[src/rtl/acl2_pkg.sv]
// acl2_pkg: shared constants and state encoding for the ADXL362 SPI transaction sequencer
package acl2_pkg;
  localparam logic [7:0] ADXL362_CMD_RD = 8'h0B;
  localparam logic [7:0] ADXL362_CMD_WR = 8'h0A;
  localparam int SPSR_RFEMPTY = 0;
  localparam int SPSR_WFEMPTY = 2;
  typedef enum logic [2:0] {IDLE, FLUSH, SETUP, PUSH, WAIT, POP, HOLD, DONE} state_t;
endpackage

[src/rtl/acl2_cs_timer.sv]
// acl2_cs_timer: loadable down-counter timing the chip-select setup and hold phases
// Ports: clk, reset (sync, active-high), load/load_val (restart count), zero (count reached 0)
module acl2_cs_timer (
  input  logic       clk,
  input  logic       reset,
  input  logic       load,
  input  logic [7:0] load_val,
  output logic       zero
);
  logic [7:0] cnt;
  always_ff @(posedge clk)
    if (reset) cnt <= 8'd0;
    else if (load) cnt <= load_val;
    else if (cnt != 8'd0) cnt <= cnt - 8'd1;
  assign zero = cnt == 8'd0;
endmodule

[src/rtl/acl2_spi_seq.sv]
// acl2_spi_seq: ADXL362 register read/write burst sequencer driving the simple-SPI core strobes
// Request side: start, rd_nwr, reg_addr, byte_cnt, wr_data -> wr_data_req, rd_data, rd_valid, busy, done, err
// SPI core side: wfwe/wfdin push, rfre/rfdout pop, spsr status; ncs_o is the accelerometer chip select
// Optional macro ACL2_SEQ_TIMEOUT_EN enables the per-wait watchdog driving err.
module acl2_spi_seq
  import acl2_pkg::*;
#(
  parameter int CS_SETUP_CYC = 4,
  parameter int CS_HOLD_CYC  = 4,
  parameter int TIMEOUT_CYC  = 4096
) (
  input  logic       clk,
  input  logic       reset,
  input  logic       start,
  input  logic       rd_nwr,
  input  logic [7:0] reg_addr,
  input  logic [3:0] byte_cnt,
  input  logic [7:0] wr_data,
  output logic       wr_data_req,
  output logic [7:0] rd_data,
  output logic       rd_valid,
  output logic       busy,
  output logic       done,
  output logic       err,
  output logic       wfwe,
  output logic [7:0] wfdin,
  output logic       rfre,
  input  logic [7:0] rfdout,
  input  logic [7:0] spsr,
  output logic       ncs_o
);
  state_t state, nxt;
  logic rd_l, half, t_zero, t_load, to, rf_empty, data_byte;
  logic [7:0] addr_l, t_val;
  logic [4:0] total, idx;
  logic unused_bits;
  assign rf_empty = spsr[SPSR_RFEMPTY];
  assign data_byte = idx >= 5'd2;
  assign unused_bits = ^{spsr[7:1], 16'(TIMEOUT_CYC)};
  // A timer load happens on entry to SETUP/HOLD and at the HOLD midpoint (ncs rises)
  assign t_load = (nxt == SETUP && state != SETUP) || (nxt == HOLD && state != HOLD) ||
                  (state == HOLD && t_zero && !half);
  assign t_val = (nxt == SETUP) ? 8'(CS_SETUP_CYC - 1) : 8'(CS_HOLD_CYC - 1);
  acl2_cs_timer u_timer (
    .clk(clk), .reset(reset), .load(t_load), .load_val(t_val), .zero(t_zero)
  );
  always_ff @(posedge clk)
    if (reset) state <= IDLE;
    else state <= nxt;
  always_comb begin
    nxt = state;
    case (state)
      IDLE:  nxt = !start ? IDLE : (byte_cnt == 4'd0) ? DONE : FLUSH;
      FLUSH: nxt = to ? HOLD : rf_empty ? SETUP : FLUSH;
      SETUP: nxt = t_zero ? PUSH : SETUP;
      PUSH:  nxt = WAIT;
      WAIT:  nxt = to ? HOLD : !rf_empty ? POP : WAIT;
      POP:   nxt = (idx + 5'd1 == total) ? HOLD : PUSH;
      HOLD:  nxt = (t_zero && half) ? DONE : HOLD;
      DONE:  nxt = IDLE;
      default: nxt = IDLE;
    endcase
  end
  always_comb begin
    ncs_o = !(state inside {SETUP, PUSH, WAIT, POP} || (state == HOLD && !half));
    wfwe = state == PUSH;
    wfdin = (state != PUSH) ? 8'h00 :
            (idx == 5'd0) ? (rd_l ? ADXL362_CMD_RD : ADXL362_CMD_WR) :
            (idx == 5'd1) ? addr_l :
            rd_l ? 8'h00 : wr_data;
    wr_data_req = state == PUSH && !rd_l && data_byte;
    rfre = (state == FLUSH && !rf_empty) || state == POP;
    busy = state != IDLE;
    done = state == DONE;
  end
  always_ff @(posedge clk)
    if (reset) begin
      rd_l <= 1'b0;
      addr_l <= 8'h00;
      total <= 5'd0;
      idx <= 5'd0;
      half <= 1'b0;
      rd_data <= 8'h00;
      rd_valid <= 1'b0;
    end else begin
      rd_valid <= state == POP && rd_l && data_byte;
      if (state == POP && rd_l && data_byte) rd_data <= rfdout;
      if (state == IDLE && start) begin
        rd_l <= rd_nwr;
        addr_l <= reg_addr;
        total <= {1'b0, byte_cnt} + 5'd2;
        idx <= 5'd0;
      end else if (state == POP) idx <= idx + 5'd1;
      half <= state == HOLD && (half || t_zero);
    end
`ifdef ACL2_SEQ_TIMEOUT_EN
  logic [15:0] tcnt;
  assign to = (state == FLUSH || state == WAIT) && tcnt == 16'(TIMEOUT_CYC - 1);
  always_ff @(posedge clk)
    if (reset) begin
      tcnt <= 16'd0;
      err <= 1'b0;
    end else begin
      tcnt <= ((state == FLUSH || state == WAIT) && !to) ? tcnt + 16'd1 : 16'd0;
      if (state == IDLE && start) err <= 1'b0;
      else if (to) err <= 1'b1;
    end
`else
  assign to = 1'b0;
  assign err = 1'b0;
`endif
endmodule

[config.mk]
export PLATFORM = sky130hd
export DESIGN_NAME = acl2_spi_seq
export DESIGN_NICKNAME = d
export VERILOG_FILES = /design/src/rtl/acl2_pkg.sv /design/src/rtl/acl2_cs_timer.sv /design/src/rtl/acl2_spi_seq.sv
export SDC_FILE = /design/constraint.sdc
export NUM_CORES = 1
export LEC_CHECK = 0
export BUFFER_PORTS_ARGS = -buffer_cell sky130_fd_sc_hd__buf_2
export CAP_MARGIN = 0
export CORE_UTILIZATION = 51
export DETAILED_ROUTE_END_ITERATION = 16
export GPL_ROUTABILITY_DRIVEN = 1
export PLACE_DENSITY = 0.79
export SLEW_MARGIN = 30
export SYNTH_ARGS = -nofsm -noshare
export SYNTH_HDL_FRONTEND = slang
export SYNTH_SLANG_ARGS = --single-unit
[constraint.sdc]
create_clock -name clk -period 2.2 [get_ports clk]
set_input_delay 0.11 -clock clk [delete_from_list [all_inputs] [get_ports clk]]
set_output_delay 0.11 -clock clk [all_outputs]
set_load 0.05 [all_outputs]
After elaboration in Yosys (flattened, before gate mapping)
Index checks and enable logic that the tools add are counted.
{ "totals": {"reg_bits": 40, "word_cells": 75} }
{ "op_classes": {"n_addsub": 3, "n_lt_le_gt_ge": 1, "eq_ne": 14, "mux": 15, "n_reduce_logical": 32} }
{ "ops": {"columns": ["op", "n"], "rows": [
  ["2-to-1 mux 8 bit", 4],
  ["one-hot mux 3 bit (8 select lines)", 1],
  ["equality test 3 bit, second input constant", 5],
  ["logical AND 1 bit", 13],
  ["equality test 3 x 2 -> 1 bit, second input constant", 3],
  ["2-to-1 mux 3 bit", 3],
  ["zero test 8 bit", 1],
  ["nonzero test 8 bit", 1],
  ["subtractor 8 x 1 -> 8 bit, second input constant", 1],
  ["2-to-1 mux 2 bit", 3],
  ["!= test 3 x 2 -> 1 bit, second input constant", 2],
  ["adder 4 x 2 -> 5 bit, second input constant", 1],
  ["adder 5 x 1 -> 5 bit, second input constant", 1],
  ["equality test 5 x 1 -> 1 bit, second input constant", 1],
  ["equality test 5 bit", 1],
  [">= comparator 5 x 2 -> 1 bit, second input constant", 1],
  ["zero test 5 bit", 1],
  ["logical OR 1 bit", 5],
  ["zero test 1 bit", 4],
  ["zero test 4 bit", 1],
  ["2-to-1 mux 1 bit", 4],
  ["nonzero test 4 bit", 1],
  ["OR reduction 2 bit", 2],
  ["equality test 3 x 1 -> 1 bit, second input constant", 1],
  ["4 further kinds", 4]
]} }

Logic depth before layout (Yosys ltp)
Gate-level depths: netlist of run 1.
{ "depth": {"word_depth": 9, "ltp_mapped": 7, "ltp_nobuf": 6} }

Cells and area by module
Synthesis of run 1 repeated with hierarchy kept, for this count alone.
{ "hier_totals": {"cells_unflattened": 272, "area_unflattened_um2": 2240.9} }
{ "modules_own_cells": {"columns": ["mod", "n_inst", "cells_each", "area_each_um2"], "rows": [
  ["acl2_spi_seq", 1, 219, 1765.4],
  ["acl2_cs_timer", 1, 53, 475.5]
]} }

Least setup slack after synthesis of run 1
Ideal clock, no wire load.
{ "synth_timing": {"path_type": "flip-flop to output port", "start": "register idx[1]", "end": "output port wfdin[0]", "arrival_time_ps": 2300, "path_slack_ps": -210, "path_stages_with_launch": 6, "path_buffers": 0, "path_cell_list": "dfxtp_1 -> inv_1 -> ha_1 -> nor4b_2 -> a21oi_1 -> a211oi_1"} }
{ "synth_via": {"elab_chain_cells": 4} }
{ "synth_lines": {"columns": ["item", "line_no", "rtl"], "rows": [
  ["start: declaration", "acl2_spi_seq.sv:35", "logic [4:0] total, idx;"],
  ["start signal: assignment", "acl2_spi_seq.sv:93", "end else if (state == POP) idx <= idx + 5'd1;"],
  ["equality test 5 x 1 -> 1 bit", "acl2_spi_seq.sv:69", "(idx == 5'd1) ? addr_l :"],
  ["2-to-1 mux 8 bit", "acl2_spi_seq.sv:69", null],
  ["2-to-1 mux 8 bit (*)", "acl2_spi_seq.sv:68", "(idx == 5'd0) ? (rd_l ? ADXL362_CMD_RD : ADXL362_CMD_WR) :"],
  ["2-to-1 mux 8 bit (*)", "acl2_spi_seq.sv:67", "wfdin = (state != PUSH) ? 8'h00 :"],
  ["end: declaration", "acl2_spi_seq.sv:26", "output logic [7:0] wfdin,"]
]} }
Mark *: on every way between the ends. The rest lies on a longest branch, timed or not.

Worst setup path in the final report of run 1
Same ends and word-level chain as after synthesis.

==> flow_metrics.py, run 1 <==
metrics = {
    "global_route": {
        "antenna_found_initial": 0,
        "grt_usage": 0.226,
        "grt_pass1_vias": 1695,
        "grt_pass1_wl_um": 7500,
        "met3_usage": 0.0428,
        "overflow": 0,
        "grt_use_met2": 0.391,
        "use_met1": 0.265,
        "busiest_layer": "met2",
        "grt_max_degree": 27,
    },
    "sta": {
        "timing.final.crit_share": 0.927,
        "final.setup.worst_slack_ns": 0.161,
        "setup_viol": 0,
        "fin_crit_ns": 2.04,
        "clock_skew_ns": 0.00831,
        "finalHoldViolCount": 0,
        "fmax_mhz": 491,
        "fin_tns_setup_ns": 0,
        "finalMaxSlewViolations": 0,
        "max_slew.worst_pin.slew_ns": 0.580,
        "rsz0062_at_grt": "false",
        "whs_ns": 0.0448,
        "slew_headroom": 0.612,
    },
    "floorplan": {
        "io_pins": 64,
        "dieArea_um2": 4440,
        "row_count": 23,
        "core_area_um2": 4000,
        "die_x_um": 66.7,
        "start_util": 0.533,
        "die_h_um": 66.7,
    },
    "finish": {
        "layout.nets": 358,
        "diodes": 0,
        "area.growth.synth_to_final_pct": 20.7,
        "drive_gt1_frac": 0.250,
        "final_area_um2": 2570,
    },
    "clock_tree": {
        "cts_made_buffers": 5,
        "clkLatencyLatePin_ns": 0.30,
        "root_buffer": "clkbuf_8",
        "path_clk_slew_ns": 0.08,
        "post_cts.repair.setup_buffers": 0,
        "cts_hold_buf": 0,
        "cts_tree": "yes",
        "clock_sink_count": 40,
        "clk_path_buf_depth": 2,
        "cts.htree.levels": 2,
    },
    "detailed_routing": {
        "vias": 1928,
        "vias_per_cell": 5.33,
        "routed_wl_um": 4670,
        "firstDrtPassIters": 6,
        "avgRoutedWirePerCell_um": 12.9,
        "ant_nets": 0,
        "drt-initial-drc-count": 51,
        "drcViolationCount": 0,
    },
    "logic_synthesis": {
        "synth-async-reset-ratio": 0,
        "syn_inst": 259,
        "mappedNetlistArea_um2": 2130,
        "netlist.area_leader.share": 0.376,
        "synth_flop_cell": "dfxtp_1",
        "synth_edf_count": 0,
        "seq_area_frac_synth": 0.376,
        "synth-seq-cells": 40,
        "synth.distinct_cells": 43,
        "synth_area_leaders": "dfxtp_1, a21oi_1, nand2_1",
        "yosysWarnings": 0,
        "synthesis.nets": 306,
        "yosysTopAreaCell": "dfxtp_1",
        "syn_area_per_cell_um2": 8.23,
    },
    "power": {
        "leakagePower_nw": 1.10,
        "p_per_area_nw_per_um2": 903,
        "finalPower_mw": 2.32,
        "max-vdd-ir-drop_mv": 0.399,
    },
    "worst_setup_path": {
        "regToRegSetupSlack_ns": 0.30,
        "cp.required_ns": 2.09,
        "worst_r2r_path_depth": 6,
        "cp-startpoint": "idx[1]$_SDFFE_PP0P_",
        "slowest_delay_ns": 0.38,
        "cp-end-kind": "output pin",
        "critPathSlowestCell": "dfxtp_4",
        "worstPathMaxFanout": 16,
        "criticalPathCategory": "reg2out",
        "path_cells": "inv_1 -> ha_1 -> nor4b_2 -> buf_12 -> nor3b_1 -> a21oi_1 -> a211oi_2 -> buf_6",
        "r2r-end": "u_timer.cnt[1]$_SDFFE_PP0P_",
        "crit_arrival_ns": 1.93,
        "r2r-start": "idx[0]$_SDFFE_PP0P_",
        "start_kind": "flip-flop",
    },
    "min_path": {
        "worstHoldPathCells": 3,
        "hp-start": "rfdout[3]",
        "min_to": "rd_data[3]$_SDFFE_PP0P_",
        "hold_path.class": "in2reg",
    },
    "place": {
        "hpwl_um": 3220,
        "gp_congestion": 0.806,
        "port_buffers": 55,
        "post-place-ws_ns": 0.306,
        "place_area_um2": 2440,
    },
    "flow_run": {
        "max-cap-violations": 0,
    },
    "run_status": {
        "status": "finished, final reports clean",
    },
}
## logic make-up (layout without fill, tap and decap cells)
group | Yosys count | in the layout | synth area share
AND/OR/NAND/NOR | 106 | 106 | 0.250
AO/OA/AOI/OAI | 55 | 55 | 0.160
flip-flops | 40 | 40 | 0.376
buffers and inverters | 25 | 78 | 0.0581
XOR/XNOR | 17 | 17 | 0.0763
multiplexers | 8 | 8 | 0.0376
adder cells (fa/ha/maj) | 7 | 7 | 0.0411
other | 1 | 1 | 0.00176
## power breakdown
group	internal [mW]	switching (mW)
registers	0.824	0.104
logic	0.342	0.417
clock network	0.371	0.266
total	1.54	0.787
## per-stage QoR
stage | util | std cells
final | 0.643 | 362
after global routing | 0.643 | 362
after global placement | 0.611 | 354
after floorplan | - | 259
after CTS | 0.642 | 362
after detailed placement | 0.611 | 354
## layout by cell type, fill, tap and decap left out, types with 3 or more instances in the layout
cell and n:
a21oi_1 30, mux2i_1 8, a211oi_1 10, nand3_1 4
inv_1 9, xor2_1 7, nand4_1 3, nor3_1 5
o21ai_0 5, buf_4 5, nor3b_1 10, nand2_1 34
ha_1 7, nor4_1 3, buf_2 54, clkbuf_8 6
nand2b_1 3, dfxtp_1 39, nor2_1 31, xnor2_1 9
## registers in the layout, indices dropped and copies added (netlist names)
name         cells
half             1
rd_data          8
rd_valid         1
u_timer.cnt      8
rd_l             1
addr_l           8
idx              5
total            5
state            3
## layout make-up
type	count	area, um2
multi-input combinational	194	1210
timing repair buffer	61	339
clock buffer	6	82.6
sequential	40	805
clock inverter	2	38.8
inverter	9	33.8
fill	356	1430
tap	50	62.6
## repair_timing
action | in CTS | in global routing
pin swaps | 0 | 0
resized for setup | 1 | 3
endpoints found under the setup margin | 1 | 7
## cell usage after synthesis (2+ instances only)
library cell and number:
dfxtp_1 40, nand2_1 34, nor2_1 31, a21oi_1 30, a211oi_1 11, nor3b_1 10
inv_1 9, xnor2_1 9, mux2i_1 8, ha_1 7, xor2_1 7, buf_2 6
clkbuf_1 6, nor3_1 5, o21ai_0 5, nand3_1 4, nand2b_1 3, nand4_1 3
nor4_1 3, buf_4 2, buf_6 2, o311a_1 2, or3_1 2
## critical path: cells and delay by family (launching register included)
| kind | cells | cell delay [ns] |
|---|---|---|
| adders and majority gates | 1 | 0.18 |
| AOI/OAI and AO/OA | 2 | 0.31 |
| DFF | 1 | 0.38 |
| buffers and inverters | 3 | 0.43 |
| and+or+nand+nor | 2 | 0.35 |
## how the worst max path moves through the flow
stage	endpoint	slack (ns)	depth (start not counted)
2_1_floorplan	wfdin[1]	0.008	6
4_1_cts	wfdin[0]	0.04	8
3_3_place_gp	wfdin[0]	0.38	8
6_report	wfdin[0]	0.16	8
5_1_grt	wfdin[0]	0.004	8
3_5_place_dp	u_timer.cnt[6]$_SDFFE_PP0P_	0.31	7
## layer usage
metal / vias up / wire (um)
met5: - / 0
met4: 0 / 104
met3: 9 / 185
met2: 50 / 2290
met1: 875 / 2090
li1: 994 / -
Power figures use the tool's default switching activity.
==> run 2, diff against run 1 <==
- CORE_ASPECT_RATIO: default -> 1.25
- CORE_UTILIZATION: 51 -> 52
- PLACE_DENSITY: 0.79 -> 0.8
- SYNTH_HIERARCHICAL: default -> 1
==> flow_metrics.py, run 2 <==
metrics = {
    "floorplan": {
        "die_h_um": 75.4,
        "core_area_um2": 4100,
        "dieArea_um2": 4580,
        "io_pins": 64,
        "die_x_um": 60.7,
        "row_count": 26,
        "start_util": 0.547,
    },
    "power": {
        "finalPower_mw": 2.25,
        "clock_power_share": 0.206,
        "internal-power_mw": 1.48,
        "leakagePower_nw": 1.28,
        "max-vdd-ir-drop_mv": 0.503,
        "switching_share": 0.343,
        "p_per_area_nw_per_um2": 768,
        "p_comb_frac": 0.396,
        "p_sw_mw": 0.771,
        "sequentialPowerShare": 0.398,
    },
    "worst_setup_path": {
        "slowest_delay_ns": 0.47,
        "crit_arrival_ns": 2.36,
        "cp-end-kind": "flip-flop",
        "criticalPathCategory": "reg2reg",
        "critPathSlowestCell": "or4b_4",
        "start_kind": "flip-flop",
        "cp.required_ns": 2.34,
        "cp_num_buf_inv": 2,
        "critPathTopFamily": "simple AND/OR/NAND/NOR gates",
        "path_cells": "nor4_4 -> and4bb_2 -> buf_4 -> or4b_4 -> a2bb2oi_4 -> buf_6 -> or2_4 -> o32ai_2",
        "worstPathMaxFanout": 5,
    },
    "finish": {
        "top_regs": "addr_l (8), rd_data (8), u_timer/cnt (8)",
        "fillCellCount": 347,
        "diodes": 0,
        "drive_gt1_frac": 0.333,
        "post-route-util": 0.713,
        "layout.nets": 400,
        "multi_input_area_um2": 1390,
        "regArea_um2": 806,
        "final_cell_mix": "buf_2, nand2_1, dfxtp_1",
        "area.growth.synth_to_final_pct": 30.4,
        "final_area_um2": 2920,
        "final_common_cell": "buf_2",
    },
    "sta": {
        "max_slew.worst_pin.slew_ns": 0.725,
        "finalHoldViolCount": 0,
        "fin_crit_ns": 2.22,
        "slew_headroom": 0.516,
        "whs_ns": 0.0508,
        "finalMaxSlewViolations": 0,
        "rsz0062_at_grt": "true",
        "clock_skew_ns": 0.00498,
        "fmax_mhz": 450,
        "final.setup.worst_slack_ns": -0.0233,
        "timing.final.crit_share": 1.01,
        "setup_viol": 4,
    },
    "place": {
        "gp_congestion": 0.840,
        "hpwl_um": 3610,
        "place_area_um2": 2710,
        "port_buffers": 55,
    },
    "detailed_routing": {
        "avgRoutedWirePerCell_um": 13.2,
        "ant_nets": 0,
        "routed_wl_um": 5430,
        "vias": 2221,
        "vias_per_cell": 5.42,
        "drt-initial-drc-count": 91,
        "drcViolationCount": 0,
        "firstDrtPassIters": 4,
    },
    "clock_tree": {
        "cts_made_buffers": 5,
        "root_buffer": "clkbuf_8",
        "clock_sink_count": 40,
        "clkLatencyLatePin_ns": 0.29,
        "clk_path_buf_depth": 2,
        "cts_tree": "yes",
        "cts.htree.levels": 2,
        "cts_hold_buf": 0,
        "path_clk_slew_ns": 0.07,
    },
    "logic_synthesis": {
        "yosys.area_share.simple": 0.280,
        "syn_area_per_cell_um2": 8.24,
        "synth_top_family_by_area": "simple AND/OR/NAND/NOR gates",
        "synth.distinct_cells": 53,
        "yosys-top-cells-count": "nand2_1, dfxtp_1, a21oi_1",
        "synth_flop_cell": "dfxtp_1",
        "synthMuxAreaShare": 0.0402,
        "synthAdderAreaFrac": 0.0335,
        "synth-async-reset-ratio": 0,
        "synth-seq-cells": 40,
        "seq_area_frac_synth": 0.357,
        "yosysTopAreaCell": "dfxtp_1",
        "yosysMostFrequentCell": "nand2_1",
        "mappedNetlistArea_um2": 2240,
        "synthXorXnorAreaFrac": 0.0508,
        "netlist.area_leader.share": 0.357,
        "synth_compound_area_frac": 0.168,
        "synth_area_leaders": "dfxtp_1, nand2_1, a21oi_1",
        "yosysWarnings": 6,
        "synth_edf_count": 0,
        "syn_inst": 272,
    },
    "global_route": {
        "antenna_found_initial": 0,
        "grt_usage": 0.236,
        "grt_use_met2": 0.429,
        "grt_pass1_wl_um": 8020,
        "use_met1": 0.257,
        "met3_usage": 0.0543,
        "grt_pass1_vias": 1904,
        "busiest_layer": "met2",
        "grt_max_degree": 42,
        "overflow": 0,
    },
    "min_path": {
        "hold_path.class": "in2reg",
    },
    "flow_run": {
        "max-cap-violations": 0,
    },
    "run_status": {
        "status": "finished with violations",
        "violations": "negative setup slack",
    },
}
[run 2: cell types whose count changed after synthesis, sizes merged, moves of 3 or more]
cell	previous run	this run
o32ai	0	4
nor2b	0	3
nand2	34	42
nor2	32	24
clkbuf	6	10
nor3	5	10
a211oi	11	5
[run 2: through the flow]
step	worst slack, ns	cells	setup TNS [ns]
floorplan	-0.0551	279	-0.275
global placement	-0.0281	397	-0.0867
detailed placement	-0.115	397	-0.321
CTS	0.000660	408	0
global route	-0.0996	410	-0.471
finish	-0.0233	410	-0.0338
[run 2: final timing paths]
kind,depth (start not counted),slack (ns),startpoint,end
worst max-delay path,8,-0.02,u_timer/cnt[2]$_SDFFE_PP0P_,u_timer/cnt[5]$_SDFFE_PP0P_
worst min-delay path,3,0.05,rfdout[6],rd_data[6]$_SDFFE_PP0P_
worst max register to register,8,-0.02,u_timer/cnt[2]$_SDFFE_PP0P_,u_timer/cnt[5]$_SDFFE_PP0P_
worst min register to register,2,0.46,addr_l[7]$_SDFFE_PP0P_,addr_l[7]$_SDFFE_PP0P_
[run 2: tightest hold or removal path: stages]
cell and delay (ns):
buf_2 0.07, mux2i_1 0.05, nor2_1 0.07
[run 2: layer usage]
metal | vias up | wire, um
met3 | 12 | 193
met2 | 48 | 2970
met4 | 0 | 110
met1 | 1060 | 2160
li1 | 1101 | -
met5 | - | 0
[run 2: cells by family (layout without fill, tap and decap cells)]
logic type | Yosys count | in the layout
AO/OA/AOI/OAI | 58 | 58
XOR/XNOR | 13 | 13
adder cells (fa/ha/maj) | 6 | 6
buffers and inverters | 29 | 104
flip-flops | 40 | 40
multiplexers | 9 | 9
other | 2 | 9
AND/OR/NAND/NOR | 115 | 115
[run 2: area by class of cell]
class / count / area share
multi-input cells: 210 / 0.476
flip-flops and latches: 40 / 0.276
repair buffers: 88 / 0.185
well taps: 56 / 0.0240
clock buffers: 5 / 0.0235
inverters: 9 / 0.0116
clock inverters: 2 / 0.00428
[run 2: repair_timing]
| item | 4_1_cts | 5_1_grt |
|---|---|---|
| cloned | 1 | 0 |
| buffers inserted | 3 | 2 |
| endpoints found under the setup margin | 5 | 15 |
| pin swaps | 4 | 3 |
| gates resized for setup | 9 | 13 |
[run 2: power by group through the flow]
stage	clock network (mW)	registers, mW	logic [mW]
floorplan	0	0.886	0.559
global placement	0	0.900	0.731
detailed placement	0	0.906	0.746
CTS	0.474	0.892	0.828
global route	0.506	0.904	0.971
finish	0.462	0.894	0.890
==> run 3, diff against run 2 <==
- CORE_UTILIZATION: 52 -> 47
- CTS_CLUSTER_DIAMETER: default -> 100
- PLACE_DENSITY: 0.8 -> 0.76
- clock period: 2.2 -> 1.9 ns (I/O delays scaled with it)
==> flow_metrics.py, run 3 (synthesis results as in run 2) <==
metrics = {
    "sta": {
        "finalHoldViolCount": 0,
        "fin_crit_ns": 2.05,
        "finalMaxSlewViolations": 0,
        "fmax_mhz": 487,
        "slew_headroom": 0.511,
        "timing.final.crit_share": 1.08,
        "max_slew.worst_pin.slew_ns": 0.734,
        "rsz0062_at_grt": "true",
        "clock_skew_ns": 0.00576,
        "setup_viol": 17,
        "final.setup.worst_slack_ns": -0.154,
    },
    "power": {
        "clock_power_share": 0.254,
        "internal-power_mw": 1.95,
        "switching_share": 0.321,
        "p_sw_mw": 0.922,
        "p_comb_frac": 0.389,
        "max-vdd-ir-drop_mv": 0.731,
        "p_per_area_nw_per_um2": 877,
        "leakagePower_nw": 1.43,
        "sequentialPowerShare": 0.357,
    },
    "place": {
        "place_area_um2": 2870,
        "gp_congestion": 0.860,
        "hpwl_um": 4200,
        "port_buffers": 55,
    },
    "detailed_routing": {
        "drcViolationCount": 0,
        "drt-initial-drc-count": 104,
        "routed_wl_um": 6230,
        "avgRoutedWirePerCell_um": 14.4,
        "ant_nets": 0,
        "vias_per_cell": 5.25,
        "vias": 2272,
        "firstDrtPassIters": 4,
    },
    "min_path": {
        "worstHoldPathCells": 3,
        "hold_path.class": "in2reg",
    },
    "worst_setup_path": {
        "cp-end-kind": "flip-flop",
        "criticalPathCategory": "reg2reg",
        "worst_r2r_path_depth": 6,
        "start_kind": "flip-flop",
        "crit_arrival_ns": 2.20,
        "worstPathMaxFanout": 8,
        "cp.required_ns": 2.04,
    },
    "clock_tree": {
        "path_clk_slew_ns": 0.08,
        "clkLatencyLatePin_ns": 0.30,
        "cts.htree.levels": 2,
        "root_buffer": "clkbuf_8",
        "cts_made_buffers": 5,
        "clk_path_buf_depth": 2,
        "cts_hold_buf": 0,
        "clock_sink_count": 40,
        "cts_tree": "yes",
    },
    "flow_run": {
        "max-cap-violations": 0,
    },
    "floorplan": {
        "io_pins": 64,
        "start_util": 0.499,
        "row_count": 27,
        "core_area_um2": 4490,
        "die_h_um": 79.2,
        "dieArea_um2": 5050,
        "die_x_um": 63.8,
    },
    "global_route": {
        "grt_pass1_wl_um": 9750,
        "antenna_found_initial": 0,
        "grt_max_degree": 42,
        "overflow": 0,
        "grt_usage": 0.249,
        "grt_pass1_vias": 2174,
    },
    "run_status": {
        "violations": "negative setup slack",
        "status": "finished with violations",
    },
    "finish": {
        "final_cell_mix": "buf_4, buf_2, nand2_1",
        "final_common_cell": "buf_4",
        "top_regs": "addr_l (8), rd_data (8), u_timer/cnt (8)",
        "area.growth.synth_to_final_pct": 46.2,
        "drive_gt1_frac": 0.424,
        "diodes": 0,
        "post-route-util": 0.729,
        "final_area_um2": 3280,
        "layout.nets": 420,
    },
}
## run 3: cell type report
type	instances	area, um2
flip-flops and latches	40	817
well taps	58	72.6
inverters	9	40.0
repair buffers	108	741
multi-input cells	210	1480
clock buffers	6	82.6
clock inverters	2	38.8
fillers	347	1220
## run 3: layer usage
layer  wire [um]  track usage  vias to the layer above
li1            -            -                     1144
met1        2440        0.279                     1070
met2        3440        0.456                       43
met3         189       0.0503                       15
met4         162       0.0977                        0
met5           0            0                        -
## run 3: power groups by stage
stage                     registers (mW)  logic [mW]  clock network (mW)
after floorplan                     1.03       0.671                   0
after global placement              1.03       0.958                   0
after detailed placement            1.04       0.993                   0
after CTS                           1.02        1.07               0.744
after global routing                1.03        1.23               0.780
final                               1.03        1.12               0.730
## run 3: repair_timing
action	in CTS	in global routing
cloned	1	0
setup endpoints to repair	17	23
gates resized for setup	43	12
pin swaps	21	9
buffers inserted	8	3
## run 3: metrics by stage
step	std cells	worst slack, ns	setup TNS, ns	power, mW	hold slack (ns)
floorplan	279	-0.271	-2.99	1.70	0.191
global placement	413	-0.171	-1.17	1.99	0.330
detailed placement	413	-0.307	-2.31	2.03	0.343
CTS	430	-0.137	-1.48	2.83	0.0200
global route	433	-0.278	-3.84	3.04	0.0253
finish	433	-0.154	-1.89	2.87	0.0265
## run 3: final timing paths
path	endpoint	slack (ns)	start
worst min-delay path	addr_l[3]$_SDFFE_PP0P_	0.03	reg_addr[3]
worst max-delay path	u_timer/cnt[2]$_SDFFE_PP0P_	-0.15	u_timer/cnt[3]$_SDFFE_PP0P_
worst min register to register	addr_l[7]$_SDFFE_PP0P_	0.47	addr_l[7]$_SDFFE_PP0P_
worst max register to register	u_timer/cnt[2]$_SDFFE_PP0P_	-0.15	u_timer/cnt[3]$_SDFFE_PP0P_
## run 3: worst max-delay path, stage by stage, from the launching register on
cell and delay [ns]:
dfxtp_2 0.34, nor4_4 0.28, and4bb_1 0.27, or4b_4 0.49, a2bb2oi_4 0.25, or2_4 0.19, o32ai_1 0.09
